File: src/rtl/imm_field_decoder.sv
// rtl/imm_field_decoder.sv - instruction immediate field decoder with 2-entry skid buffer
// Fields are decoded at capture time; main register drives outputs, skid absorbs one stalled word.
module imm_field_decoder #(
  parameter int IW   = 32,
  parameter int IMMW = 16,
  parameter int XW   = 32
) (
  input  logic            clk,
  input  logic            rst_n,
  input  logic            flush,
  input  logic [IW-1:0]   in_instr,
  input  logic            in_valid,
  output logic            in_ready,
  output logic [IMMW-1:0] mem_type,
  output logic [IMMW-1:0] I_type,
  output logic            I27,
  output logic [XW-1:0]   imm_sel,
  output logic            out_valid,
  input  logic            out_ready,
  output logic [15:0]     dec_count
);

  localparam int BW = 2 * IMMW + 1 + XW;

  logic [IMMW-1:0] w_mem;
  logic [IMMW-1:0] w_itype;
  logic [IMMW-1:0] w_sel;
  logic            w_i27;
  logic [XW-1:0]   w_ext;
  logic [BW-1:0]   w_dec;
  logic            w_in_fire;
  logic            w_out_fire;
  logic            w_drain;
  logic            w_unused_instr;

  logic [BW-1:0]   r_main_data;
  logic [BW-1:0]   r_skid_data;
  logic            r_main_valid;
  logic            r_skid_valid;
  logic [15:0]     r_count;

  assign w_mem   = in_instr[IMMW-1:0];
  assign w_itype = in_instr[IMMW+4:5];
  assign w_i27   = in_instr[27];
  assign w_sel   = w_i27 ? w_mem : w_itype;
  assign w_ext   = {{(XW-IMMW){w_sel[IMMW-1]}}, w_sel};
  assign w_dec   = {w_mem, w_itype, w_i27, w_ext};
  assign w_unused_instr = ^in_instr;

  // in_ready depends on registered state only, never on out_ready
  assign w_in_fire  = in_valid && !r_skid_valid;
  assign w_out_fire = r_main_valid && out_ready;
  assign w_drain    = !r_main_valid || out_ready;

  always_ff @(posedge clk or negedge rst_n) begin
    if (!rst_n) begin
      r_main_data  <= '0;
      r_skid_data  <= '0;
      r_main_valid <= 1'b0;
      r_skid_valid <= 1'b0;
      r_count      <= '0;
    end else begin
      if (w_out_fire) begin
        r_count <= r_count + 16'd1;
      end
      if (flush) begin
        r_main_valid <= 1'b0;
        r_skid_valid <= 1'b0;
      end else if (w_drain) begin
        if (r_skid_valid) begin
          r_main_data  <= r_skid_data;
          r_main_valid <= 1'b1;
          r_skid_valid <= 1'b0;
        end else begin
          r_main_valid <= w_in_fire;
          if (w_in_fire) begin
            r_main_data <= w_dec;
          end
        end
      end else if (w_in_fire) begin
        r_skid_data  <= w_dec;
        r_skid_valid <= 1'b1;
      end
    end
  end

  assign in_ready  = !r_skid_valid;
  assign out_valid = r_main_valid;
  assign {mem_type, I_type, I27, imm_sel} = r_main_data;
  assign dec_count = r_count;

endmodule

File: config.mk
export PLATFORM = sky130hd
export DESIGN_NAME = imm_field_decoder
export DESIGN_NICKNAME = d
export VERILOG_FILES = /design/src/rtl/imm_field_decoder.sv
export SDC_FILE = /design/constraint.sdc
export NUM_CORES = 1
export LEC_CHECK = 0
export CORE_UTILIZATION = 48
export DETAILED_ROUTE_END_ITERATION = 8
export MAX_ROUTING_LAYER = met4
export PLACE_DENSITY = 0.8
export SKIP_LAST_GASP = 1
export SYNTH_ARGS = -nofsm -noshare
export SYNTH_HDL_FRONTEND = slang
export SYNTH_SLANG_ARGS = --single-unit
File: constraint.sdc
create_clock -name clk -period 3.3 [get_ports clk]
set_input_delay 0.33 -clock clk [delete_from_list [all_inputs] [get_ports clk]]
set_output_delay 0.33 -clock clk [all_outputs]
set_load 0.02 [all_outputs]
* After elaboration in Yosys (flattened, before gate mapping)
Index checks and enable logic that the tools add are counted.
** Word-level totals
- Flip-flop bits (word level) :: 148
- Latch bits :: 0
- RAM bits :: 0
- ROM bits :: 0
- Input bits :: 37
- Memories :: 0
** Operators by class
- Add/subtract/negate cells :: 1
- Multiply operators :: 0
- Div/mod/pow operators :: 0
- $lt $le $gt $ge :: 0
- Equal/unequal tests :: 0
- Shift operators :: 0
- Mux-type cells :: 9
- Bitwise operators :: 2
- Reductions and logical operators :: 10
** Operator list (number)
- two-way mux 65 bit :: 2
- adder 16 x 1 -> 16 bit, second input constant :: 1
- two-way mux 16 bit :: 1
- two-way mux 1 bit :: 6
- AND reduction 3 bit :: 2
- nonzero test 2 bit :: 2
- nonzero test 3 bit :: 1
- logical AND 1 bit :: 2
- zero test 1 bit :: 2
- inverter 1 bit :: 2
- logical OR 1 bit :: 1

* Logic depth before layout (Yosys ltp)
- Word-level depth :: 5
- Gate-level depth with buffers :: 6

* Least setup slack after synthesis
Ideal clock, no wire load.
- Path type :: register to register
- Start point :: register r_main_valid (netlist: out_valid)
- End point :: register r_main_data[31]
- Library setup time :: 0.132 ns
- Data arrival time :: 1.426 ns
- Required time :: 3.168 ns
- Setup slack :: 1.742 ns
- Stages on the path, launching flop included :: 7
- Buffers on the path :: 2
- Cell sequence :: dfrtp_1 > nor2b_2 > or3_4 > buf_6 > buf_6 > nand2_1 > o21ai_1
** On the way
- Word-level cells in the longest chain between the ends :: 3
** Ends and longest elaborated chain
- start: declaration :: RTL line 38 : logic r_main_valid;
- start signal: assignment :: RTL line 75 : r_main_valid <= w_in_fire;
- zero test 1 bit :: RTL line 53 : assign w_drain = !r_main_valid || out_ready;
- logical OR 1 bit :: RTL line 53
- AND reduction 3 bit (no line)
- end signal: assignment :: RTL line 71 : r_main_data <= r_skid_data;
- end signal: assignment :: RTL line 77 : r_main_data <= w_dec;
- end: declaration :: RTL line 36 : logic [BW-1:0] r_main_data;
Every way passes these cells.
A chain may end at the register's enable or synchronous reset.

==> flow_metrics.py <==
metrics = {
    "outcome": {
        "status": "finished clean",
    },
    "worst_setup_path": {
        "critPathBufInv": 1,
        "r2r-start": "out_valid",
        "endpoint": "imm_sel[28]",
        "rrSetupSlack_ns": 1.57,
        "critPathKind": "reg2out",
        "critPathLaunchType": "flip-flop",
        "critical-path-slowest-cell": "clkdlybuf4s50_1",
        "path_cells": "clkdlybuf4s50_1",
        "cp_top_family": "buffers and inverters",
        "slowest_delay_ns": 0.71,
        "r2r_cells": 4,
        "reg2reg_to": "r_main_data[10]",
        "cp.required_ns": 2.97,
        "crit_path_end_kind": "output pin",
        "cp.depth": 1,
        "startpoint": "r_main_data[31]",
        "crit_fanout": 18,
        "worst_ep_arrival_time_ns": 1.70,
    },
    "clock_tree": {
        "cts_hold_buf": 0,
        "cts_buffer_depth": 2,
        "cts_buffers": 9,
        "cts.sink_count": 94,
        "post_cts_resized": 0,
        "cts_root_buf": "clkbuf_8",
        "h-tree-depth": 3,
        "clock_latency_ns": 0.34,
        "clk_pin_slew_worst_paths_ns": 0.08,
        "post_cts_buffers": 0,
        "cts_tree": "built",
    },
    "placed_design": {
        "dp_hpwl_mm": 5.98,
        "portBuffers": 109,
        "place_area_um2": 5200,
        "dp_slack_ns": 1.05,
        "routabilityCongestion": 0.791,
    },
    "timing": {
        "fin_crit_ns": 2.03,
        "fin_setup_tns_ns": 0,
        "fin_ws_ns": 1.27,
        "maxSlewViolCount": 0,
        "setup_viol": 0,
        "tightest_slew_ns": 0.878,
        "slew_headroom": 0.415,
        "period_share": 0.615,
        "final_hold_viol_count": 0,
        "clock.fmax_ghz": 0.493,
        "rsz0062_at_grt": "no",
        "finClkSkew_ns": 0.00895,
    },
    "final_layout": {
        "drive_above_1_share": 0.104,
        "final_common_cell": "clkdlybuf4s50_1",
        "stdcell_area_um2": 5350,
        "multiInputGateArea_um2": 1570,
        "area_delta_synth_final_pct": 25.4,
        "seq_area_um2": 2350,
        "layout_common_cells": "clkdlybuf4s50_1 (108), dfrtp_1 (93), nand2_1 (60), mux2i_1 (38), o21ai_1 (36)",
        "antennaDiodeCount": 0,
        "finalNetCount": 509,
        "fillCellCount": 731,
    },
    "floorplanning": {
        "die-area_um2": 9260,
        "num_io_pins": 120,
        "fp-row-count": 34,
        "start_util": 0.491,
        "die_h_um": 96.3,
        "die_w_um": 96.3,
        "design.core.area_um2": 8680,
    },
    "drt": {
        "antenna_left": 0,
        "drc": 0,
        "wl_per_cell_um": 14.9,
        "finalWirelength_mm": 8.65,
        "drtPass1Iterations": 4,
        "drtIter0Drc": 152,
        "via_per_inst": 5.14,
        "vias": 2989,
    },
    "synth": {
        "ys_seq_area_frac": 0.552,
        "synth_edf_count": 0,
        "synthesis.nets": 431,
        "async_flop_share": 1.00,
        "synth_seq_cells": 94,
        "synthCells": 393,
        "ys_warn_count": 0,
        "synth-main-ff-cell": "dfrtp_1",
        "ys_types": 27,
        "synth_area_um2": 4260,
        "syn_avg_cell_area_um2": 10.9,
    },
    "grt": {
        "grt_pass1_vias": 2821,
        "grt_antenna_before_repair": 0,
        "grt_max_degree": 77,
        "grt_usage": 0.204,
        "grt_pass1_wl_mm": 13.9,
        "grt_overflow": 0,
    },
    "run": {
        "drv_cap": 0,
    },
    "worst_hold_path": {
        "hp-class": "in2async",
    },
    "pwr": {
        "power.density_nw_per_um2": 567,
        "p_leak_uw": 0.00234,
        "finalPower_uw": 3030,
        "peakVddDrop_v": 0.000376,
    },
}
cell usage after synthesis, drive strengths merged (3+ instances only):
master | count | area, um^2
nand2 | 60 | 225
xnor2 | 10 | 87.6
buf | 41 | 304
o21ai | 54 | 278
nand3 | 8 | 45.0
xor2 | 5 | 43.8
mux2 | 23 | 259
a21oi | 17 | 85.1
mux2i | 38 | 380
dfrtp | 94 | 2350
nor3 | 3 | 20.0
clkbuf | 7 | 26.3
nor2 | 23 | 86.3
how the worst min path moves through the flow:
stage	start	end
floorplan	rst_n	dec_count[0]
global placement	r_skid_data[11]	r_skid_data[11]
detailed placement	r_skid_data[1]	r_skid_data[1]
CTS	rst_n	r_main_data[44]
global route	rst_n	out_valid
finish	rst_n	dec_count[15]
area by class of cell:
| type | instances | area share |
|---|---|---|
| flip-flops and latches | 94 | 0.440 |
| clock buffers | 10 | 0.0239 |
| multi-input cells | 249 | 0.294 |
| well taps | 108 | 0.0253 |
| inverters | 2 | 0.00140 |
| repair buffers | 115 | 0.212 |
| clock inverters | 3 | 0.00281 |
registers in the layout (all words and copies together) (netlist names):
name	count
r_skid_data	38
out_valid	1
dec_count	16
r_skid_valid	1
r_main_data	38
per-layer routing:
metal	wire, um	up-vias	GRT usage	part of all wire
met5	0	-	-	0
met4	139	0	0.0672	0.016
met3	357	12	0.0348	0.041
met2	4150	77	0.316	0.48
met1	4000	1447	0.273	0.46
li1	-	1453	-	-
cells by family (layout without fill, tap and decap cells):
group           Yosys count  in the layout  share of synthesized area
simple gates            101            101                      0.100
buf+inv                  50            130                     0.0792
compound gates           71             71                     0.0851
flops                    94             94                      0.552
fa+ha+maj                 1              1                    0.00293
xor+xnor                 15             15                     0.0308
mux                      61             61                      0.150
power breakdown:
| part | internal, uW | switching [uW] | leakage [uW] |
|---|---|---|---|
| logic | 447 | 447 | 0.00108 |
| clock network | 258 | 354 | 0.0000776 |
| registers | 1370 | 153 | 0.00118 |
| total | 2080 | 954 | 0.00234 |
per-stage QoR:
step / cells / hold slack [ns] / util
floorplan: 393 / 0.0344 / -
global placement: 568 / 0.462 / 0.600
detailed placement: 568 / 0.470 / 0.600
CTS: 581 / 0.138 / 0.616
global route: 581 / 0.182 / 0.616
finish: 581 / 0.116 / 0.616
(Power assumes the default switching activity.)
==> RTL edit 1, RTL diff (same flow settings) <==
The parameter `XW` goes from 32 to 16.
--- a/src/rtl/imm_field_decoder.sv
+++ b/src/rtl/imm_field_decoder.sv
@@ -4,5 +4,5 @@
   parameter int IW   = 32,
   parameter int IMMW = 16,
-  parameter int XW   = 32
+  parameter int XW   = 16
 ) (
   input  logic            clk,
Interface: changed (resized imm_sel); port bits go from 120 to 104. The function was not compared with the original's and may differ.
==> RTL edit 1 against the original RTL <==
  * Total power grew 2.8%
  * Wire length fell by 2.1%
  * Worst setup slack improved by 230 ps
  * Synthesized area down 2.1%
  * Sequential power barely moved
  * Sequential cell count stayed put
  * Design area is 1.1% lower
  * Core utilization is 2.1 points higher
==> RTL edit 1: results <==
[sta]
finalClockSkew_ps = 5.008
worst_pin_slew_ps = 749.5

[power_and_ir_drop]
ir_drop_uv = 408.8
p_leak_nw = 2.319
switching_share = 0.2978
powerClk_w = 0.000808

[drt]
wl_met2_um = 4031
via_per_inst = 5.220
wl_met1_um = 3978
routed_wl_um = 8471
drtIter0Drc = 127
met3_length_um = 362

[run_status]
status = completed

[yosys]
synthTopCellsByCount = dfrtp_1, nand2_1, mux2i_1, o21ai_1
synth-seq-area-share = 0.5634
synthDistinctLibCells = 27
syn_nets = 416
synth_area_leaders = dfrtp_1, mux2i_1, mux2_2

[cts]
clk_path_buf_depth = 2
worstSkewPairLatency_ps = 350
postCtsSetupRepairBufs = 0
htreeDepth = 3
numCtsBuffers = 9
postCtsHoldBufs = 1
cts.repair.resized = 0

[final_layout]
drive_gt1_frac = 0.1155
diodes = 0
nNetsFinal = 493
nFillCells = 689

[placement]
place_ws_ps = 1196
hpwlAfterDp_um = 5829
gp_congestion = 0.7394
numPortBuffers = 93
place_area_um2 = 5066

[grt]
antenna_found_initial = 0
grt_pass1_vias = 2820
grt_pass1_wl_um = 14060
track_usage = 0.2116

[setup_path]
crit_arrival_ps = 1470
crit_path_max_fanout = 4
slowest_delay_ps = 590
slowest_stage = clkdlybuf4s50_1

[min_path]
hold_class = reg2reg
-- RTL edit 1: changes by cell type after synthesis, sizes merged --
cell   before  now
buf        41   25
xnor2      10    7
xor2        5    8
nand2      60   58
nor4        0    2
nand4       2    3
-- RTL edit 1: final timing paths --
check	start	end	slack, ps	depth (start not counted)
setup / recovery	r_skid_valid$_DFFE_PN0P_	in_ready	1500	2
setup reg to reg	out_valid$_DFFE_PN0N_	r_main_data[42]$_DFFE_PN0P_	1580	4
hold / removal	dec_count[15]$_DFFE_PN0P_	dec_count[15]$_DFFE_PN0P_	470	1
min in group asynchronous	rst_n	r_main_data[43]$_DFFE_PN0P_	510	2
max in group asynchronous	rst_n	r_skid_data[40]$_DFFE_PN0P_	2130	3
hold reg to reg	dec_count[15]$_DFFE_PN0P_	dec_count[15]$_DFFE_PN0P_	470	1
-- RTL edit 1: cells by family after synthesis --
group / synth area share
compound gates: 0.08690
mux: 0.1531
xor+xnor: 0.03147
flops: 0.5634
fa+ha+maj: 0.002996
simple gates: 0.1094
buf+inv: 0.05274
-- RTL edit 1: cell type report --
class / count / share of cell area
sequential: 94 / 0.4451
tap: 105 / 0.02485
multi-input combinational: 250 / 0.3031
timing repair buffer: 98 / 0.1855
clock inverter: 6 / 0.01656
inverter: 2 / 0.001420
clock buffer: 9 / 0.02343
-- RTL edit 1: layer usage --
| metal | global-route usage | vias up |
|---|---|---|
| met5 | - | - |
| met4 | 0.06061 | 0 |
| met3 | 0.04705 | 8 |
| met2 | 0.3238 | 63 |
| met1 | 0.2838 | 1442 |
| li1 | - | 1431 |
-- RTL edit 1: stage by stage --
stage,std cells,util,power [W]
after floorplan,378,-,0.001971
after global placement,548,0.6104,0.002303
after detailed placement,548,0.6104,0.002336
after CTS,564,0.6371,0.003147
after global routing,564,0.6371,0.003289
final,564,0.6371,0.003116
==> RTL edit 2, RTL diff (same settings) <==
Made on the original files. Put one more register stage on the output `dec_count`. The value now appears one clock later. The other outputs are not delayed to match.
--- a/src/rtl/imm_field_decoder.sv
+++ b/src/rtl/imm_field_decoder.sv
@@ -88,5 +88,7 @@
   assign out_valid = r_main_valid;
   assign {mem_type, I_type, I27, imm_sel} = r_main_data;
-  assign dec_count = r_count;
+  always_ff @(posedge clk) begin
+    dec_count <= r_count;
+  end
 
 endmodule
Function: changed (a bounded check fails within 4 cycles, from zero or initial values and one cycle with rst_n low).
==> RTL edit 2 against the original RTL <==
  * Total power up 16%
  * Critical path type unchanged
  * Core utilization is 0.79 points higher
  * Sequential cell count up 16
  * Via count grew 3.2%
  * Cell count up 6.9%
  * Design area up 7.8%
  * Worst setup slack lost 270 ps
  * Highest routed layer unchanged
  * Global-route usage is 0.19 points lower
  * Wire length increased by 6.6%
  * Hold slack got worse by 35 ps
  * Synthesized area up 7.5%
==> RTL edit 2: results <==
[drt]
met3_length_um = 428
wl_met1_um = 4140
drtIter0Drc = 115
wl_met2_um = 4519
routed_wl_um = 9225

[yosys]
synth_mux_area_frac = 0.1395
synth-seq-area-share = 0.5830
synth_area_leaders = dfrtp_1, mux2i_1, dfxtp_1
syn_nets = 447
synthDistinctLibCells = 28
synthAdderAreaFrac = 0.002729
synth_xor_area_frac = 0.02866
synth_compound_area_frac = 0.07915
async_flop_share = 0.8545
netlist_instances = 409

[grt]
track_usage = 0.2018
grt_use_met1 = 0.2577
globalRouteMet3Util = 0.04076
grt_pass1_vias = 3022
grt_pass1_wl_um = 14990
use_met2 = 0.3199

[sta]
min_period_over_period = 0.6960
slew_headroom = 0.3449
finalClockSkew_ps = 8.892

[power_and_ir_drop]
switchingPower_w = 0.001073
powerComb_w = 0.000901
ir_drop_uv = 495.7
p_leak_nw = 2.497
power_w = 0.003516

[setup_path]
crit_arrival_ps = 1970
r2r-start = r_skid_valid$_DFFE_PN0P_
r2r_slack_ps = 1100
cp-endpoint = in_ready
slowest_stage = buf_4

[placement]
hpwlAfterDp_um = 6164
place_area_um2 = 5550

[cts]
worstSkewPairLatency_ps = 370

[run_status]
status = completed

[final_layout]
nNetsFinal = 525
==> RTL edit 2: worst min path at each step <==
stage / start / end
after CTS: rst_n / r_main_data[57]$_DFFE_PN0P_
after global routing: rst_n / r_main_data[57]$_DFFE_PN0P_
after detailed placement: r_count[15]$_DFFE_PN0P_ / dec_count[15]$_DFF_P_
after global placement: r_count[15]$_DFFE_PN0P_ / dec_count[15]$_DFF_P_
final: rst_n / r_main_data[62]$_DFFE_PN0P_
after floorplan: rst_n / out_valid$_DFFE_PN0N_
==> RTL edit 2: layout make-up <==
| class | count | area (um2) | share of cell area |
|---|---|---|---|
| inverters | 2 | 7.507 | 0.001302 |
| repair buffers | 115 | 1134 | 0.1966 |
| clock inverters | 5 | 63.81 | 0.01107 |
| well taps | 129 | 161.4 | 0.02799 |
| multi-input cells | 249 | 1574 | 0.2730 |
| flip-flops and latches | 110 | 2674 | 0.4638 |
| clock buffers | 11 | 151.4 | 0.02626 |
